`src/rtl/mem_port_arbiter.sv`:
```
// Round-robin arbiter sharing one synchronous memory port between two masters.
// Every access runs IDLE -> ACCESS (gnt) -> WAIT (done, read data), 3 cycles.
module mem_port_arbiter #(
  parameter int AW = 16,
  parameter int DW = 16
) (
  input  logic          Clock,
  input  logic          Resetn,
  input  logic          req0,
  input  logic          we0,
  input  logic [AW-1:0] addr0,
  input  logic [DW-1:0] wdata0,
  output logic          gnt0,
  output logic          done0,
  input  logic          req1,
  input  logic          we1,
  input  logic [AW-1:0] addr1,
  input  logic [DW-1:0] wdata1,
  output logic          gnt1,
  output logic          done1,
  output logic [DW-1:0] rdata,
  output logic [AW-1:0] mem_addr,
  output logic [DW-1:0] mem_wdata,
  output logic          mem_we,
  input  logic [DW-1:0] mem_q,
  output logic          busy
);

  typedef enum logic [1:0] {IDLE, ACCESS, WAIT} state_t;

  state_t        state_q, state_d;
  logic          owner_q, owner_d;
  logic          last_q, last_d;
  logic          op_we_q, op_we_d;
  logic          mem_we_q, mem_we_d;
  logic [AW-1:0] mem_addr_q, mem_addr_d;
  logic [DW-1:0] mem_wdata_q, mem_wdata_d;
  logic [DW-1:0] rdata_q, rdata_d;
  logic          winner;

  // On a tie the client that did not win last time goes next.
  assign winner = (req0 && req1) ? ~last_q : req1;

  always_comb begin
    state_d     = state_q;
    owner_d     = owner_q;
    last_d      = last_q;
    op_we_d     = op_we_q;
    mem_we_d    = 1'b0;
    mem_addr_d  = mem_addr_q;
    mem_wdata_d = mem_wdata_q;
    rdata_d     = rdata_q;
    rdata       = rdata_q;
    gnt0        = 1'b0;
    gnt1        = 1'b0;
    done0       = 1'b0;
    done1       = 1'b0;
    case (state_q)
      IDLE: begin
        if (req0 || req1) begin
          owner_d     = winner;
          last_d      = winner;
          op_we_d     = winner ? we1 : we0;
          mem_we_d    = winner ? we1 : we0;
          mem_addr_d  = winner ? addr1 : addr0;
          mem_wdata_d = winner ? wdata1 : wdata0;
          state_d     = ACCESS;
        end
      end
      ACCESS: begin
        gnt0    = ~owner_q;
        gnt1    = owner_q;
        state_d = WAIT;
      end
      WAIT: begin
        done0 = ~owner_q;
        done1 = owner_q;
        if (!op_we_q) begin
          rdata   = mem_q;
          rdata_d = mem_q;
        end
        state_d = IDLE;
      end
      default: state_d = IDLE;
    endcase
  end

  always_ff @(posedge Clock) begin
    if (!Resetn) begin
      state_q     <= IDLE;
      owner_q     <= 1'b0;
      last_q      <= 1'b1;
      op_we_q     <= 1'b0;
      mem_we_q    <= 1'b0;
      mem_addr_q  <= '0;
      mem_wdata_q <= '0;
      rdata_q     <= '0;
    end else begin
      state_q     <= state_d;
      owner_q     <= owner_d;
      last_q      <= last_d;
      op_we_q     <= op_we_d;
      mem_we_q    <= mem_we_d;
      mem_addr_q  <= mem_addr_d;
      mem_wdata_q <= mem_wdata_d;
      rdata_q     <= rdata_d;
    end
  end

  assign mem_addr  = mem_addr_q;
  assign mem_wdata = mem_wdata_q;
  assign mem_we    = mem_we_q;
  assign busy      = (state_q != IDLE);

endmodule

```
`config.mk`:
```
export PLATFORM = sky130hd
export DESIGN_NAME = mem_port_arbiter
export DESIGN_NICKNAME = d
export VERILOG_FILES = /design/src/rtl/mem_port_arbiter.sv
export SDC_FILE = /design/constraint.sdc
export NUM_CORES = 1
export LEC_CHECK = 0
export CORE_AREA = 2 2 86 88
export DETAILED_ROUTE_END_ITERATION = 16
export DIE_AREA = 0 0 88 90
export GPL_TIMING_DRIVEN = 0
export PLACE_DENSITY_LB_ADDON = 0.25
export SETUP_SLACK_MARGIN = 0.02
export SYNTH_ARGS = -nofsm -noshare
export SYNTH_HDL_FRONTEND = slang
export SYNTH_SLANG_ARGS = --single-unit
```
`constraint.sdc`:
```
create_clock -name Clock -period 1.6 [get_ports Clock]
set_input_delay 0.16 -clock Clock [delete_from_list [all_inputs] [get_ports Clock]]
set_output_delay 0.16 -clock Clock [all_outputs]
set_load 0.05 [all_outputs]
```
# Yosys cells after proc, flatten, opt, wreduce, memory -nomap -nowiden
# Index checks and enable logic that the tools add are counted.
[totals]
reg_bits = 54
latchBits = 0
ram_bits = 0
mem_bits_ro = 0
in_bits = 86
n_memories = 0
[op_classes]
add_sub_neg = 0
multipliers = 0
div_mod_pow = 0
magnitude_cmp = 0
n_eq_ne = 3
shifts = 0
mux = 12
bitwise_logic = 2
n_reduce_logical = 6
[op_table]
columns = ["operator", "n"]
rows = [
  ["$mux 16", 4],
  ["$mux 1", 6],
  ["$pmux 2 s2", 1],
  ["$reduce_and 3->1", 1],
  ["$eq 2x1->1 const B", 1],
  ["$eq 2x2->1 const B", 1],
  ["$logic_not 2->1", 1],
  ["$mux 2", 1],
  ["$ne 2x2->1 const B", 1],
  ["$not 1->1", 2],
  ["$reduce_and 2->1", 1],
  ["$reduce_bool 2->1", 1],
  ["$logic_and 1x1->1", 1],
  ["$logic_or 1x1->1", 1],
]

# Depth between registers and ports, before layout
[depth]
word_depth = 3
mapped_depth = 6
ltp_nobuf = 3

# Least setup slack after synthesis
# OpenSTA, ideal clock, no wires.
[synth_timing]
kind = "reg-to-reg"
from = "register state_q[1]"
to = "register rdata_q[10]"
setup_ns = 0.115
arrival_time_ns = 1.827
required_ns = 1.485
slack_ns = -0.342
path_stages_with_launch = 5
period_less_slack_ns = 1.942
cell_sequence = "dfxtp_1 > nor3b_2 > buf_2 > mux2_1 > and2_1"
[synth_via]
elab_chain_cells = 2
[synth_rtl]
columns = ["element", "line_no", "rtl"]
rows = [
  ["from (decl)", "31", "state_t state_q, state_d;"],
  ["from (signal assigned)", "99", "state_q <= state_d;"],
  ["$eq 2x2->1", "n/a", ""],
  ["$mux 16", "n/a", ""],
  ["net rdata[10]", "21", "output logic [DW-1:0] rdata,"],
  ["to (signal assigned)", "106", "rdata_q <= rdata_d;"],
  ["to (decl)", "38", "logic [DW-1:0] rdata_q, rdata_d;"],
]
# The timed path passes the listed nets, and every way through them passes these cells.
# A chain may end at the register's enable or synchronous reset.

# Final worst setup path
[layout_timing]
from = "register state_q[1]"
to = "output port rdata[0]"
[layout_via]
elab_chain_cells = 2
[layout_rtl]
columns = ["element", "line_no", "rtl"]
rows = [
  ["$eq 2x2->1", "58", "case (state_q)"],
  ["$mux 16", "n/a", ""],
  ["to (decl)", "21", ""],
]
# Every way passes these cells.

==> metrics <==
Final Setup Violations=51; Post-Syn Area=~2200 um^2; failing checks=setup timing; WHS=0.3745 ns; Final nets=approximately 470; Synth Flop Type=dfxtp_1; Avg Inst Size Synth=9.982 um^2; Worst Hold Launch=req0; DRT antenna net count=0; routed len/inst=between 15 and 20 um; Setup WS pre-CTS=-0.6795 ns; most frequent cell after synthesis=dfxtp_1; CP delay by family, top=flip-flops; GPL Wtd Cong=0.7224; Area Overhead vs Synth=91.59%; Post-synth EDFFs=0; status=finished with violations; DR vias/cell=4.819; largest net degree at the start of global routing=17; RSZ-0062 raised after global routing=true; DRC Markers=0; worst vdd ir=434.5 uV; critical path endpoint category=output port; Synth cell types=24; Crit path buffers/inverters=2; top cell type's share of synthesized area=0.4813; final period utilization=1.149; cts bufs inserted=5; sequential fraction of the synthesis area=0.4813; global-route usage over all layers=0.1794; Clock Sinks=54; P per Cell Area=868.0 nW/um^2; Horiz. Die Dim=88 um; leakage power=~0.0019 uW; crit path DAT=1.68 ns; Worst Path Class, Setup=reg2out; Final HPWL DP=4977 um; # port buffers=138; ys async rst share=0; FP Rows=31; R2R setup slack=-0.12 ns; Worst Path Max Fanout=5; Inst Count DP=between 400 and 500; number of max-cap violations=0; main area contributors after synthesis=dfxtp_1 (48%), a221o_1 (15%), nor3_1 (7.4%); first-pass GRT wire length=roughly 11000 um; top cells by count, synth=dfxtp_1 (54), a221o_1 (33), nand2_1 (33), nor3_1 (33), and2_1 (16); initial antenna violation count=0; CP max-delay cell=dfxtp_4; DRT iter0 DRCs=95; core outline area=between 7000 and 8000 um^2; Largest stage delay, worst path=between 0.3 and 0.4 ns; worst flop-to-flop path endpoint=op_we_q; Net Count, Synth=311; cell taking the most area after synthesis=dfxtp_1; final hold violation count=0; H-tree levels=2; Initial Util=0.3199; Worst Skew=0.005062 ns; Final WS setup=-0.2387 ns; Clk Latency, worst-skew pair=around 0.30 ns; Final Instance Area=4303 um^2; Post-DP Area=3822 um^2; vias in the first global route=2295; worst slew pin tran=0.5328 ns; CTS root buf=clkbuf_8; reg2reg start=state_q[1]; synth warn=0; Worst-path clk slew=0.10 ns; Non-Filler Instances=486; die area=~8000 um^2; TritonCTS clock tree=done; CP cell instances=nor3b_4 > buf_6 > mux2_4 > buf_8; startpoint types=flip-flop; post-synthesis register bit count=54; Longest Clk Path Bufs=2; I/O Pins=140; Final Max Slew Viols=0; hold depth=3; Mapped Cells=225; layout cell share with drive strength beyond 1=0.2713; Required @ worst endpoint=1.44 ns; Hold WC Path Type=in2reg; Max Clock Freq=543.9 MHz; Via Count=2342; crit path time final=1.839 ns; wirelength, routed=~7400 um; Ant. Diodes=0; Max-slew headroom=0.6462; GRT overflow=0; total iterations of the first detailed-routing run=4; cell count of the worst reg-to-reg path=7; die height=90 um; Min-Delay Endpoint=state_q[0]
through the flow:
| stage | util | TNS, ns | total power [uW] |
|---|---|---|---|
| after floorplan | - | -0.1427 | 2261 |
| after global placement | 0.5445 | -28.98 | 2760 |
| after detailed placement | 0.5445 | -30.65 | 2773 |
| after CTS | 0.5976 | -7.715 | 3728 |
| after global routing | 0.6129 | -9.344 | 3897 |
| final | 0.6129 | -6.692 | 3735 |
routing by layer:
metal / part of all wire / up-vias / routed length [um] / global-route usage
li1: - / 1143 / - / -
met1: 0.42 / 1104 / 3107 / 0.2194
met2: 0.50 / 89 / 3745 / 0.3119
met3: 0.071 / 6 / 531 / 0.04683
met4: 0.0085 / 0 / 63 / 0.03846
met5: 0 / - / 0 / 0
layout make-up:
cell class,count,area [um^2]
plain buffers,20,167.7
flip-flops and latches,54,1090
clock inverters,3,40.04
clock buffers,5,68.82
well taps,99,123.9
inverters,2,7.507
fillers,624,2718
repair buffers,155,1594
multi-input cells,148,1211
worst reg2reg max path, delay by kind of cell, from the launching register on:
family / cells / cell delay (ns)
buffers and inverters: 4 / 0.62
AO/OA/AOI/OAI: 2 / 0.31
flip-flops: 1 / 0.36
AND/OR/NAND/NOR: 1 / 0.38
cells in the final DEF, fill, tap and decap left out, drive strengths merged:
cell type      synthesis  final
buf                    8     42
a21o                   2      2
bufinv                 0      1
and3b                  3      3
mux2                  16     16
a211oi                 1      1
or2                    1      1
nor3b                  4      4
nor2b                  1      1
clkdlybuf4s15          0      2
or3b                   1      1
dlygate4sd1            1      1
dfxtp                 54     54
nor2                   2      2
clkinv                 0      2
inv                    2      2
a21oi                  1      1
a221o                 33     33
clkbuf                12     18
o21a                   1      1
dlygate4sd2            0     34
and2                  16     16
nor3                  33     33
nand2                 33     33
clkdlybuf4s50          0     83
registers in the layout, summed over array words and instances (netlist names):
name and count:
last_q 1, owner_q 1, mem_we 1, rdata_q 16, op_we_q 1, mem_wdata 16
state_q 2, mem_addr 16
worst max-delay path by stage:
stage | endpoint | startpoint | cells after the start
6_report | rdata[0] | state_q[1] | 4
5_1_grt | rdata[0] | state_q[0] | 4
4_1_cts | rdata[8] | state_q[0] | 4
3_5_place_dp | rdata[2] | state_q[1] | 4
3_3_place_gp | rdata[2] | state_q[1] | 4
2_1_floorplan | rdata_q[10] | state_q[1] | 4
power by group:
part	internal, uW	total (uW)	switching, uW
combinational	578	1310	727
clock	462	914	452
sequential	1450	1520	61.1
total	2490	3730	1240
timing repair:
item | in CTS | in global routing
resized for setup | 210 | 25
buffers inserted | 12 | 1
hold endpoints to repair | 0 | 0
hold buffers | 0 | 0
pin swaps | 17 | 18
gates cloned | 3 | 1
setup endpoints to repair | 100 | 54
logic make-up (layout without fill, tap and decap cells):
| group | count (synthesis) | count (layout) | synth area share |
|---|---|---|---|
| AND/OR/NAND/NOR | 94 | 94 | 0.2139 |
| flip-flops | 54 | 54 | 0.4813 |
| AO/OA/AOI/OAI | 38 | 38 | 0.1682 |
| buffers and inverters | 23 | 185 | 0.05627 |
| multiplexers | 16 | 16 | 0.08022 |
No activity file was read; power rests on OpenSTA's default activity.
